--- config.mk ---
export PLATFORM = sky130hd
export DESIGN_NAME = ser_key_sequencer_flat
export DESIGN_NICKNAME = d
export VERILOG_FILES = /design/src/rtl/ser_key_sequencer_if.sv /design/src/rtl/ser_key_sequencer.sv /design/src/flat_wrapper.sv
export SDC_FILE = /design/constraint.sdc
export NUM_CORES = 1
export LEC_CHECK = 0
export ABC_AREA = 1
export BUFFER_PORTS_ARGS = -buffer_cell sky130_fd_sc_hd__buf_2
export CAP_MARGIN = 0
export CORE_ASPECT_RATIO = 1.2
export CORE_UTILIZATION = 55
export DETAILED_ROUTE_END_ITERATION = 10
export GPL_TIMING_DRIVEN = 0
export PLACE_DENSITY = 0.85
export SYNTH_ARGS = -nofsm -noshare
export SYNTH_HDL_FRONTEND = slang
export SYNTH_SLANG_ARGS = --single-unit
export TNS_END_PERCENT = 50
--- constraint.sdc ---
create_clock -name clk -period 1.85 [get_ports clk]
set_clock_uncertainty 0.05 [all_clocks]
set_input_delay 0 -clock clk [delete_from_list [all_inputs] [get_ports clk]]
set_output_delay 0 -clock clk [all_outputs]
set_load 0.05 [all_outputs]
--- src/rtl/ser_key_sequencer_if.sv ---
// Bus bundle between the serial-key sequencer (master) and its controller/decoder side (slave).
interface ser_key_if;
    logic        start;
    logic        abort;
    logic [15:0] key;
    logic [4:0]  nbits;
    logic        busy;
    logic        done;
    logic        err;
    logic [15:0] rdata;
    logic        sser_n;
    logic        ba13;
    logic        ba12;
    logic [3:0]  ba_nib;
    logic        br_w;
    logic        ser_clk;
    logic        sdrd;

    modport master (
        input  start, abort, key, nbits, sdrd,
        output busy, done, err, rdata, sser_n, ba13, ba12, ba_nib, br_w, ser_clk
    );

    modport slave (
        output start, abort, key, nbits, sdrd,
        input  busy, done, err, rdata, sser_n, ba13, ba12, ba_nib, br_w, ser_clk
    );
endinterface

--- src/rtl/ser_key_sequencer.sv ---
// Drives the serial-key decoder access window: 4-nibble unlock preamble, then N strobed
// reads whose SDRD bits are shifted MSB-first into rdata.
module ser_key_sequencer #(
    parameter int unsigned SETUP_CYC   = 2,
    parameter int unsigned HOLD_CYC    = 2,
    parameter logic [3:0]  READ_NIBBLE = 4'h0
) (
    input  logic clk,
    input  logic rst_n,
    ser_key_if.master bus
);

    typedef enum logic [1:0] {S_IDLE, S_PRE, S_READ, S_DONE} state_t;

    localparam logic [4:0] STROBE_C = 5'(SETUP_CYC);
    localparam logic [4:0] LAST_C   = 5'(SETUP_CYC + HOLD_CYC);

    state_t      state_q, state_d;
    logic [4:0]  cyc_q, cyc_d;
    logic [3:0]  acc_q, acc_d;
    logic [15:0] key_q, key_d;
    logic [4:0]  nbits_q, nbits_d;
    logic [15:0] rdata_q, rdata_d;
    logic        err_q, err_d;
    logic        bad_done_q, bad_done_d;

    logic        active;
    logic        last_cyc;
    logic [3:0]  key_nib;

    always_ff @(posedge clk or negedge rst_n) begin
        if (!rst_n) begin
            state_q    <= S_IDLE;
            cyc_q      <= '0;
            acc_q      <= '0;
            key_q      <= '0;
            nbits_q    <= '0;
            rdata_q    <= '0;
            err_q      <= 1'b0;
            bad_done_q <= 1'b0;
        end else begin
            state_q    <= state_d;
            cyc_q      <= cyc_d;
            acc_q      <= acc_d;
            key_q      <= key_d;
            nbits_q    <= nbits_d;
            rdata_q    <= rdata_d;
            err_q      <= err_d;
            bad_done_q <= bad_done_d;
        end
    end

    assign active   = (state_q == S_PRE) || (state_q == S_READ);
    assign last_cyc = (cyc_q == LAST_C);

    always_comb begin
        state_d    = state_q;
        cyc_d      = cyc_q;
        acc_d      = acc_q;
        key_d      = key_q;
        nbits_d    = nbits_q;
        rdata_d    = rdata_q;
        err_d      = err_q;
        bad_done_d = 1'b0;

        unique case (state_q)
            S_IDLE: begin
                if (bus.start) begin
                    if (bus.nbits != 5'd0 && bus.nbits <= 5'd16) begin
                        key_d   = bus.key;
                        nbits_d = bus.nbits;
                        err_d   = 1'b0;
                        rdata_d = '0;
                        cyc_d   = '0;
                        acc_d   = '0;
                        state_d = S_PRE;
                    end else begin
                        err_d      = 1'b1;
                        bad_done_d = 1'b1;
                    end
                end
            end
            S_PRE: begin
                if (bus.abort) begin
                    err_d   = 1'b1;
                    cyc_d   = '0;
                    acc_d   = '0;
                    state_d = S_DONE;
                end else if (last_cyc) begin
                    cyc_d = '0;
                    if (acc_q == 4'd3) begin
                        acc_d   = '0;
                        state_d = S_READ;
                    end else begin
                        acc_d = acc_q + 4'd1;
                    end
                end else begin
                    cyc_d = cyc_q + 5'd1;
                end
            end
            S_READ: begin
                // abort wins over a sample due on this same edge
                if (bus.abort) begin
                    err_d   = 1'b1;
                    cyc_d   = '0;
                    acc_d   = '0;
                    state_d = S_DONE;
                end else if (last_cyc) begin
                    rdata_d = {rdata_q[14:0], bus.sdrd};
                    cyc_d   = '0;
                    if ({1'b0, acc_q} + 5'd1 == nbits_q) begin
                        acc_d   = '0;
                        state_d = S_DONE;
                    end else begin
                        acc_d = acc_q + 4'd1;
                    end
                end else begin
                    cyc_d = cyc_q + 5'd1;
                end
            end
            S_DONE: state_d = S_IDLE;
            default: state_d = S_IDLE;
        endcase
    end

    always_comb begin
        unique case (acc_q[1:0])
            2'd0:    key_nib = key_q[15:12];
            2'd1:    key_nib = key_q[11:8];
            2'd2:    key_nib = key_q[7:4];
            default: key_nib = key_q[3:0];
        endcase
    end

    // Bus outputs decode straight from async-reset registers so reset clears them at once.
    assign bus.busy    = (state_q != S_IDLE);
    assign bus.done    = (state_q == S_DONE) || bad_done_q;
    assign bus.err     = err_q;
    assign bus.rdata   = rdata_q;
    assign bus.sser_n  = ~active;
    assign bus.ba13    = ~active;
    assign bus.ba12    = active;
    assign bus.br_w    = active;
    assign bus.ser_clk = active && (cyc_q == STROBE_C);
    assign bus.ba_nib  = (state_q == S_PRE)  ? key_nib :
                         (state_q == S_READ) ? READ_NIBBLE : 4'h0;

endmodule

--- src/flat_wrapper.sv ---
// flat-port wrapper written by rule: the top's interface ports become plain ports
module ser_key_sequencer_flat 
#(
    parameter int unsigned SETUP_CYC   = 2,
    parameter int unsigned HOLD_CYC    = 2,
    parameter logic [3:0]  READ_NIBBLE = 4'h0
)
  (clk, rst_n, bus_start, bus_abort, bus_key, bus_nbits, bus_sdrd, bus_busy, bus_done, bus_err, bus_rdata, bus_sser_n, bus_ba13, bus_ba12, bus_ba_nib, bus_br_w, bus_ser_clk);
  ser_key_if bus_i ();
  input  logic clk;
  input  logic rst_n;
  input wire logic [$bits(bus_i.start)-1:0] bus_start;
  input wire logic [$bits(bus_i.abort)-1:0] bus_abort;
  input wire logic [$bits(bus_i.key)-1:0] bus_key;
  input wire logic [$bits(bus_i.nbits)-1:0] bus_nbits;
  input wire logic [$bits(bus_i.sdrd)-1:0] bus_sdrd;
  output wire logic [$bits(bus_i.busy)-1:0] bus_busy;
  output wire logic [$bits(bus_i.done)-1:0] bus_done;
  output wire logic [$bits(bus_i.err)-1:0] bus_err;
  output wire logic [$bits(bus_i.rdata)-1:0] bus_rdata;
  output wire logic [$bits(bus_i.sser_n)-1:0] bus_sser_n;
  output wire logic [$bits(bus_i.ba13)-1:0] bus_ba13;
  output wire logic [$bits(bus_i.ba12)-1:0] bus_ba12;
  output wire logic [$bits(bus_i.ba_nib)-1:0] bus_ba_nib;
  output wire logic [$bits(bus_i.br_w)-1:0] bus_br_w;
  output wire logic [$bits(bus_i.ser_clk)-1:0] bus_ser_clk;
  assign bus_i.start = bus_start;
  assign bus_i.abort = bus_abort;
  assign bus_i.key = bus_key;
  assign bus_i.nbits = bus_nbits;
  assign bus_i.sdrd = bus_sdrd;
  assign bus_busy = bus_i.busy;
  assign bus_done = bus_i.done;
  assign bus_err = bus_i.err;
  assign bus_rdata = bus_i.rdata;
  assign bus_sser_n = bus_i.sser_n;
  assign bus_ba13 = bus_i.ba13;
  assign bus_ba12 = bus_i.ba12;
  assign bus_ba_nib = bus_i.ba_nib;
  assign bus_br_w = bus_i.br_w;
  assign bus_ser_clk = bus_i.ser_clk;
  ser_key_sequencer #(.SETUP_CYC(SETUP_CYC), .HOLD_CYC(HOLD_CYC), .READ_NIBBLE(READ_NIBBLE)) u_core (.clk(clk), .rst_n(rst_n), .bus(bus_i));
endmodule
## After elaboration in Yosys (flattened, before gate mapping)

Index checks and enable logic that the tools add are counted.

- Register bits: 50
- Output and inout bits: 28
- Word-level logic and storage cells: 85

- Add/sub/neg operators: 3
- $lt $le $gt $ge: 1
- Equal/unequal tests: 18
- Muxes and demuxes: 36
- Bitwise gates (word level): 1
- Reductions and logical operators: 18

Operators with widths:

| cell | count |
|---|---|
| $mux W16 | 4 |
| $mux W4 | 9 |
| $pmux W16 S2 | 1 |
| $pmux W4 S3 | 2 |
| $mux W5 | 4 |
| $mux W2 | 8 |
| $pmux W5 S2 | 1 |
| $reduce_and A5 Y1 | 2 |
| $reduce_and A3 Y1 | 3 |
| $pmux W2 S4 | 1 |
| $eq A2 B2 Y1 const B | 3 |
| $ne A2 B1 Y1 const B | 3 |
| $ne A3 B2 Y1 const B | 2 |
| $ne A3 B3 Y1 const B | 2 |
| $reduce_and A6 Y1 | 1 |
| $reduce_bool A2 Y1 | 3 |
| $add A4 B1 Y5 const B | 1 |
| $add A5 B1 Y5 const B | 1 |
| $eq A5 B2 Y1 const B | 1 |
| $eq A5 B3 Y1 const B | 1 |
| $eq A5 B5 Y1 | 1 |
| $le A5 B5 Y1 const B | 1 |
| $mux W1 | 5 |
| $reduce_bool A5 Y1 | 1 |
| 11 further kinds | 16 |

## Logic depth before layout (Yosys ltp)

Gate-level depths: netlist of run 1.

- Depth after elaboration: 6
- Gate-level depth with buffers: 11
- Mapped depth without buffers: 11

## Worst setup path before layout of run 1

No wires, ideal clock.

- Path kind: flip-flop to flip-flop
- Start: register u_core.state_q[0]
- End: register u_core.cyc_q[2]
- Setup time: 0.080 ns
- Arrival: 2.013 ns
- Data required time: 1.720 ns
- Setup slack: -0.293 ns
- Stages on the path, launching flop included: 7
- Path buffers: 0
- Clock period less this slack: 2.143 ns
- Path through: dfrtp_1 inv_1 ha_1 inv_1 nor2_1 nor2_1 nor3b_2

- Longest elaborated chain between the ends: 4
- Elaborated cells between the ends (all ways): 9
- Classes of those cells: eq/ne: 4; mux: 1; reduce/logical: 4

Ends and longest elaborated chain:

| element | line | source |
|---|---|---|
| start, declared | ser_key_sequencer.sv:18 | `state_t state_q, state_d;` |
| start signal, assigned | ser_key_sequencer.sv:42 | `state_q <= state_d;` |
| $eq A2 B2 Y1 or $eq A2 B1 Y1 (tied branches) | ser_key_sequencer.sv:66 | `unique case (state_q)` |
| $reduce_or A2 Y1 (no line) | - |  |
| $reduce_bool A2 Y1 (no line) | - |  |
| $reduce_and A3 Y1 (no line) | - |  |
| end signal, assigned | ser_key_sequencer.sv:43 | `cyc_q <= cyc_d;` |
| end, declared | ser_key_sequencer.sv:19 | `logic [4:0] cyc_q, cyc_d;` |

Parallel ways exist; a longest one is shown, timed or not.
A chain may end at the register's enable or synchronous reset.

## Worst setup path in the final report of run 1

- Start: register u_core.acc_q[0]
- End: output bus_ba_nib[1]

- Longest elaborated chain between the ends: 3
- Elaborated cells between the ends (all ways): 5
- Classes of those cells: eq/ne: 2; mux: 2; reduce/logical: 1

Ends and longest elaborated chain:

| element | line | source |
|---|---|---|
| start, declared | ser_key_sequencer.sv:20 | `logic [3:0] acc_q, acc_d;` |
| start signal, assigned | ser_key_sequencer.sv:35 | `acc_q <= '0;` |
| start signal, assigned | ser_key_sequencer.sv:44 | `acc_q <= acc_d;` |
| $eq A2 B2 Y1, or another cell as far along | ser_key_sequencer.sv:127 | `unique case (acc_q[1:0])` |
| $pmux W4 S3 (*) | ser_key_sequencer.sv:127 |  |
| $mux W4 (*) | ser_key_sequencer.sv:145 | `assign bus.ba_nib = (state_q == S_PRE) ? key_nib :` |
| end, declared | flat_wrapper.sv:24 | `output wire logic [$bits(bus_i.ba_nib)-1:0] bus_ba_nib;` |

Every way passes the cells marked *; elsewhere a longest branch is shown, timed or not.

==> run metrics, run 1 <==
Post-Syn Instances approximately 290; Max VDD drop roughly 900 uV; register bit total from synthesis 50; die area ~0.0052 sq mm; drt pass-1 iters 4; Avg Synthesized Cell Area 9.32 sq um; depth of the worst register-to-register path 10; Cell Chain, Critical Path buf_4, ha_1, a21oi_1, a31oi_1, buf_2; Syn Std Cell Area 0.00269 sq mm; CTS H-tree depth 2; hold path cells 4; Final period util 99.6%; slew of the pin with the lowest slew margin 1.08 ns; Max Transition Viols Final 0; Comb pwr share 57.0%; fin crit period 1.84 ns; final WL a little under 7000 um; Flop pwr share a little under a third; Clock Tree Root clkbuf_8; total power 0.00534 W; Final GP Congestion 0.775; Initial Utilization 57.8%; antenna violations before repair 0; startpoint types flop; total leakage power around 1.8 nW; Die Wd roughly 66 um; Pint about 0.0028 W; Net Count, Synth 326; final antenna-violating net count 0; gr usage total approximately 28%; net load switching power roughly 0.0025 W; Final #Nets between 400 and 500; Syn-to-layout area delta 31.4%; clock share of power approximately an eighth; Ports 54; global-route wire length before repair 10800 um; CP Max Fanout 5; GRT overflow 0; layout cell share with drive strength beyond 1 35.8%; Final Hold Vio Count 0; CTS tree built; DP HPWL 4090 um; Req. time, crit path ~1.8 ns; starting DRC count in detailed routing 174; vias in the first global route between 2000 and 2500; maximum clock path buffer count 2; max incr delay on CP approximately 0.43 ns; # clock sinks 50; core area 0.00466 sq mm; count of buffers from port buffering 53; ant diodes 0; Worst-path clk slew ~0.1 ns; status complete, no violations; Pwr Density ~1500 mW/mm^2; Syn. warnings 0; hold_ws 0.0264 ns; Num CTS Buffers 5; Placed Instances 400; Die Span Y 78.7 um; Worst path slowest cell dfrtp_2; drt drc 0; pin count of the biggest net entering global routing 51; WS Path Type reg2out; clock insertion delay at the later pin of the skew report ~0.32 ns; Via-to-Cell Ratio 5.46; max cap viols 0; sw frac roughly 47%; Via Count roughly 2400; Finished Layout Cells roughly 440; wire per inst 15.6 um; # fillers 294; final setup fails 0; Unique masters post-synth 32; Achievable Freq roughly 540 MHz; post-synthesis sequential area ratio 46.4%; Worst EP arrival 1.79 ns; Cell Rows 27; Hold Crit Class in2reg; Setup TNS Final 0 ns; Worst setup EP type output pin; Rel. slew slack 28.0%
-- kinds of logic after synthesis --
group                    synth area share [%]
XOR/XNOR                                0.976
adder cells (fa/ha/maj)                  5.11
multiplexers                             8.50
AO/OA/AOI/OAI                            10.3
AND/OR/NAND/NOR                          22.4
buffers and inverters                    6.27
flip-flops                               46.4
-- per-layer routing --
| metal | part of all wire, % | routed length (um) | vias to the layer above | track usage, % |
|---|---|---|---|---|
| met2 | 55 | 3800 | 81 | 49.7 |
| met1 | 38 | 2620 | 1166 | 29.8 |
| met5 | 0 | 0 | - | 0 |
| li1 | - | - | 1157 | - |
| met3 | 4.5 | 316 | 20 | 5.96 |
| met4 | 3.1 | 214 | 0 | 14.1 |
-- Yosys cell counts --
library cell	number	area, sq um
a21oi_1	9	45.0
a31oi_1	4	25.0
buf_2	3	15.0
buf_4	2	15.0
buf_6	3	33.8
clkbuf_1	1	3.75
dfrtp_1	50	1250
ha_1	11	138
inv_1	24	90.1
inv_2	3	11.3
mux2_2	7	78.8
mux2_4	10	150
nand2_1	52	195
nand2_2	5	31.3
nand2_4	1	11.3
nand3_1	26	130
nand3_2	4	40.0
nand3_4	1	17.5
nand4_1	7	43.8
nor2_1	23	86.3
nor2_2	3	18.8
nor2_4	1	11.3
nor3b_2	1	12.5
o211ai_1	1	7.51
o21ai_0	25	125
o21ai_1	5	25.0
o21ai_4	1	16.3
o22ai_1	1	6.26
o311ai_4	1	26.3
or2_2	1	6.26
xnor2_1	1	8.76
xor2_1	2	17.5
-- metrics by stage --
step	utilization, %	instance area [sq um]	setup slack (ns)
2_1_floorplan	-	2710	0.0241
3_3_place_gp	65.4	3050	-0.0565
3_5_place_dp	65.4	3050	-0.123
4_1_cts	73.1	3410	0.00229
5_1_grt	76.0	3540	-0.0414
6_report	76.0	3540	0.00682
-- critical path: cells and delay by family, from the launching register on --
kind,cells,cell delay (ns)
flops,1,0.43
fa+ha+maj,1,0.29
buf+inv,2,0.46
compound gates,2,0.30
-- cells in the final DEF, fill, tap and decap left out, types with 7 or more instances in the layout --
| master | n |
|---|---|
| o21ai_0 | 17 |
| mux2_4 | 10 |
| a21oi_1 | 9 |
| o21ai_1 | 12 |
| inv_1 | 19 |
| nand3_1 | 26 |
| nand2_1 | 52 |
| buf_2 | 54 |
| buf_4 | 14 |
| dfrtp_1 | 47 |
| nor2_1 | 20 |
| dlygate4sd3_1 | 24 |
| ha_1 | 7 |
| nand4_1 | 7 |
| mux2_2 | 7 |
-- repair_timing --
action / in CTS / in global routing
pin swaps: 1 / 6
hold buffers: 24 / 0
setup buffers: 2 / 10
gates resized for setup: 9 / 25
setup endpoints to repair: 20 / 28
endpoints found under the hold margin: 73 / 0
-- area by class of cell --
class                   instances  area, sq um  share of cell area (%)
well taps                      58         72.6                    2.05
inverters                      27          110                    3.11
multi-input cells             203         1330                    37.6
flip-flops and latches         50         1250                    35.4
clock buffers                   5         68.8                    1.94
plain buffers                   9         77.6                    2.19
clock inverters                 3         23.8                   0.671
repair buffers                 89          602                    17.0
-- registers in the layout, indices dropped and copies added, names as in the netlist --
name / cells
u_core.cyc_q: 5
u_core.key_q: 16
u_core.acc_q: 4
u_core.bus.rdata: 16
u_core.state_q: 2
u_core.bad_done_q: 1
u_core.bus.err: 1
u_core.nbits_q: 5
-- path summary, 6_finish.rpt --
kind,from,to,slack (ns)
setup / recovery,u_core.acc_q[0]$_DFFE_PN0P_,bus_ba_nib[1],0.007
hold / removal,bus_abort,u_core.bus.err$_DFFE_PN0P_,0.03
setup reg to reg,u_core.acc_q[1]$_DFFE_PN0P_,u_core.acc_q[2]$_DFFE_PN0P_,0.10
hold reg to reg,u_core.key_q[3]$_DFFE_PN0P_,u_core.key_q[3]$_DFFE_PN0P_,0.46
max in group asynchronous,rst_n,u_core.acc_q[0]$_DFFE_PN0P_,0.64
min in group asynchronous,rst_n,u_core.bus.rdata[9]$_DFFE_PN0P_,0.37
-- power by group through the flow --
stage | registers, W | clock network, W | logic (W)
final | 0.00163 | 0.000665 | 0.00304
after CTS | 0.00161 | 0.000674 | 0.00274
after global placement | 0.00161 | 0 | 0.00256
after detailed placement | 0.00162 | 0 | 0.00263
after global routing | 0.00166 | 0.000720 | 0.00327
after floorplan | 0.00165 | 0 | 0.00204
(Power assumes the default switching activity.)
==> run 2, diff against run 1 <==
--- a/config.mk
+++ b/config.mk
@@ -13,7 +13,8 @@
 export DETAILED_ROUTE_END_ITERATION = 10
 export GPL_TIMING_DRIVEN = 0
 export PLACE_DENSITY = 0.85
+export SETUP_SLACK_MARGIN = 0.3
 export SYNTH_ARGS = -nofsm -noshare
 export SYNTH_HDL_FRONTEND = slang
 export SYNTH_SLANG_ARGS = --single-unit
-export TNS_END_PERCENT = 50
+export TNS_END_PERCENT = 100
==> run metrics, run 2 (synthesized netlist as in run 1, its figures left out) <==
status complete, no violations; CP Max Fanout 7 (+2); starting DRC count in detailed routing 196 (+13%); antenna violations before repair 0 (unchanged); clock insertion delay at the later pin of the skew report 0.32 ns (about the same); pin count of the biggest net entering global routing 51 (unchanged); CTS H-tree depth 2 (unchanged); Placed Instances 400 (unchanged); Die Wd 65.9 um (unchanged); die area 0.00518 sq mm (unchanged); Final #Nets 446 (+5.7%); WS Path Type reg2reg; Via Count 2700 (+11%); Place WS 0.0511 ns (+0.174 ns); Setup TNS Final 0 ns (unchanged); startpoint types flop; max cap viols 0 (unchanged); wire per inst 17.7 um (+13%); Die Span Y 78.7 um (unchanged); final WL 8280 um (+19%); Hold Crit Class in2async; vias in the first global route 2469 (+3.8%); final setup fails 0 (unchanged); Worst EP arrival 2.00 ns (+0.21 ns); Final Core Density 87.1% (+11 points); Rel. slew slack 25.9% (-2.1 points); Final period util 98.2% (-1.4 points); layout cell share with drive strength beyond 1 47.6% (+12 points); total leakage power 2.00 nW (+9.9%); Pwr Density 1630 mW/mm^2 (+8.0%); ant diodes 0 (unchanged); slew of the pin with the lowest slew margin 1.11 ns (+0.0310 ns); Syn-to-layout area delta 50.7%; Initial Utilization 57.8% (unchanged); GRT overflow 0 (unchanged); final antenna-violating net count 0 (unchanged); Num CTS Buffers 5 (unchanged); Ports 54 (unchanged); DP HPWL 4090 um (-0.16%); Clock Tree Root clkbuf_8; Worst-path clk slew 0.11 ns (about the same); Worst setup EP type flop; fin crit period 1.82 ns (-0.0260 ns); Max Transition Viols Final 0 (unchanged); Finished Layout Cells 468 (+5.4%); Max VDD drop 1050 uV (+16%); core area 0.00466 sq mm (unchanged); Req. time, crit path 2.03 ns (+0.23 ns); global-route wire length before repair 11400 um (+5.3%); count of buffers from port buffering 53 (unchanged); gr usage total 29.2% (+1.4 points); # clock sinks 50 (unchanged); Cell Rows 27 (unchanged); Final Hold Vio Count 0 (unchanged); Achievable Freq 550 MHz (+1.4%); Final GP Congestion 0.818 (+5.7%); drt pass-1 iters 4 (unchanged); RSZ-0062 raised after global routing true; PnR worst setup slack 0.0328 ns (+0.0260 ns); CTS tree built; drt drc 0 (unchanged); maximum clock path buffer count 2 (unchanged); total power 0.00661 W (+24%); most frequent cells in the layout 47 x dfrtp_1, 45 x buf_2, 44 x nand2_1, 29 x buf_4, 25 x dlygate4sd3_1; Via-to-Cell Ratio 5.77 (+5.7%); most common cell after layout, fill and taps aside dfrtp_1
[run 2: changes by cell type in the layout (fill, tap and decap cells not counted), moves of 6 or more]
cell / change
nor2_1: -8
buf_6: +12
nand2_1: -8
buf_4: +15
buf_2: -9
nor2_4: +7
nand2_2: +6
[run 2: power by group]
part	internal (W)	leakage [nW]	switching, W
sequential	0.00140	0.639	0.000242
combinational	0.00184	1.31	0.00242
clock	0.000280	0.0491	0.000432
[run 2: cell type report]
type / count / area (sq um)
Buffer: 9 / 103
Clock buffer: 5 / 68.8
Clock inverter: 3 / 26.3
Fill cell: 225 / 602
Inverter: 27 / 130
Multi-Input combinational cell: 204 / 1550
Sequential cell: 50 / 1250
Tap cell: 58 / 72.6
Timing Repair Buffer: 112 / 858
[run 2: stage by stage]
step / instance area [sq um] / hold WS [ns]
floorplan: 2800 / -0.346
CTS: 3760 / 0.386
global route: 4060 / 0.393
detailed placement: 3140 / 0.186
finish: 4060 / 0.361
global placement: 3140 / 0.180
[run 2: worst max-delay path, stage by stage, from the launching register on]
cell,delay [ns]
dfrtp_2,0.44
buf_4,0.15
ha_4,0.19
nor2_2,0.11
nor2_1,0.05
nand2_1,0.09
nand4_1,0.25
nor2_1,0.23
nand2_2,0.07
o21ai_1,0.09
[run 2: final timing paths]
| kind | start | end | slack (ns) | cells past startpoint |
|---|---|---|---|---|
| max | u_core.state_q[0]$_DFFE_PN0P_ | u_core.acc_q[0]$_DFFE_PN0P_ | 0.03 | 9 |
| min | rst_n | u_core.bus.rdata[13]$_DFFE_PN0P_ | 0.36 | 2 |
| max reg2reg | u_core.state_q[0]$_DFFE_PN0P_ | u_core.acc_q[0]$_DFFE_PN0P_ | 0.03 | 9 |
| min reg2reg | u_core.bus.rdata[0]$_DFFE_PN0P_ | u_core.bus.rdata[0]$_DFFE_PN0P_ | 0.47 | 2 |
| max in group asynchronous | rst_n | u_core.acc_q[1]$_DFFE_PN0P_ | 0.61 | 2 |
| min in group clk | bus_key[6] | u_core.key_q[6]$_DFFE_PN0P_ | 0.39 | 3 |
[run 2: timing repair]
action                                  CTS  global route
resized for setup                        53            42
hold buffers                             25             0
endpoints found under the setup margin   46            48
pin swaps                                15            15
setup buffers                            14            17
hold endpoints to repair                 74             0
cloned                                    2             2
[run 2: layer usage]
metal / part of all wire, % / track usage, % / up-vias / routed length, um
met4: 4.0 / 8.91 / 0 / 328
met5: 0 / 0 / - / 0
met1: 37 / 33.8 / 1301 / 3110
met3: 5.5 / 5.38 / 38 / 453
met2: 53 / 53.0 / 152 / 4400
li1: - / - / 1209 / -
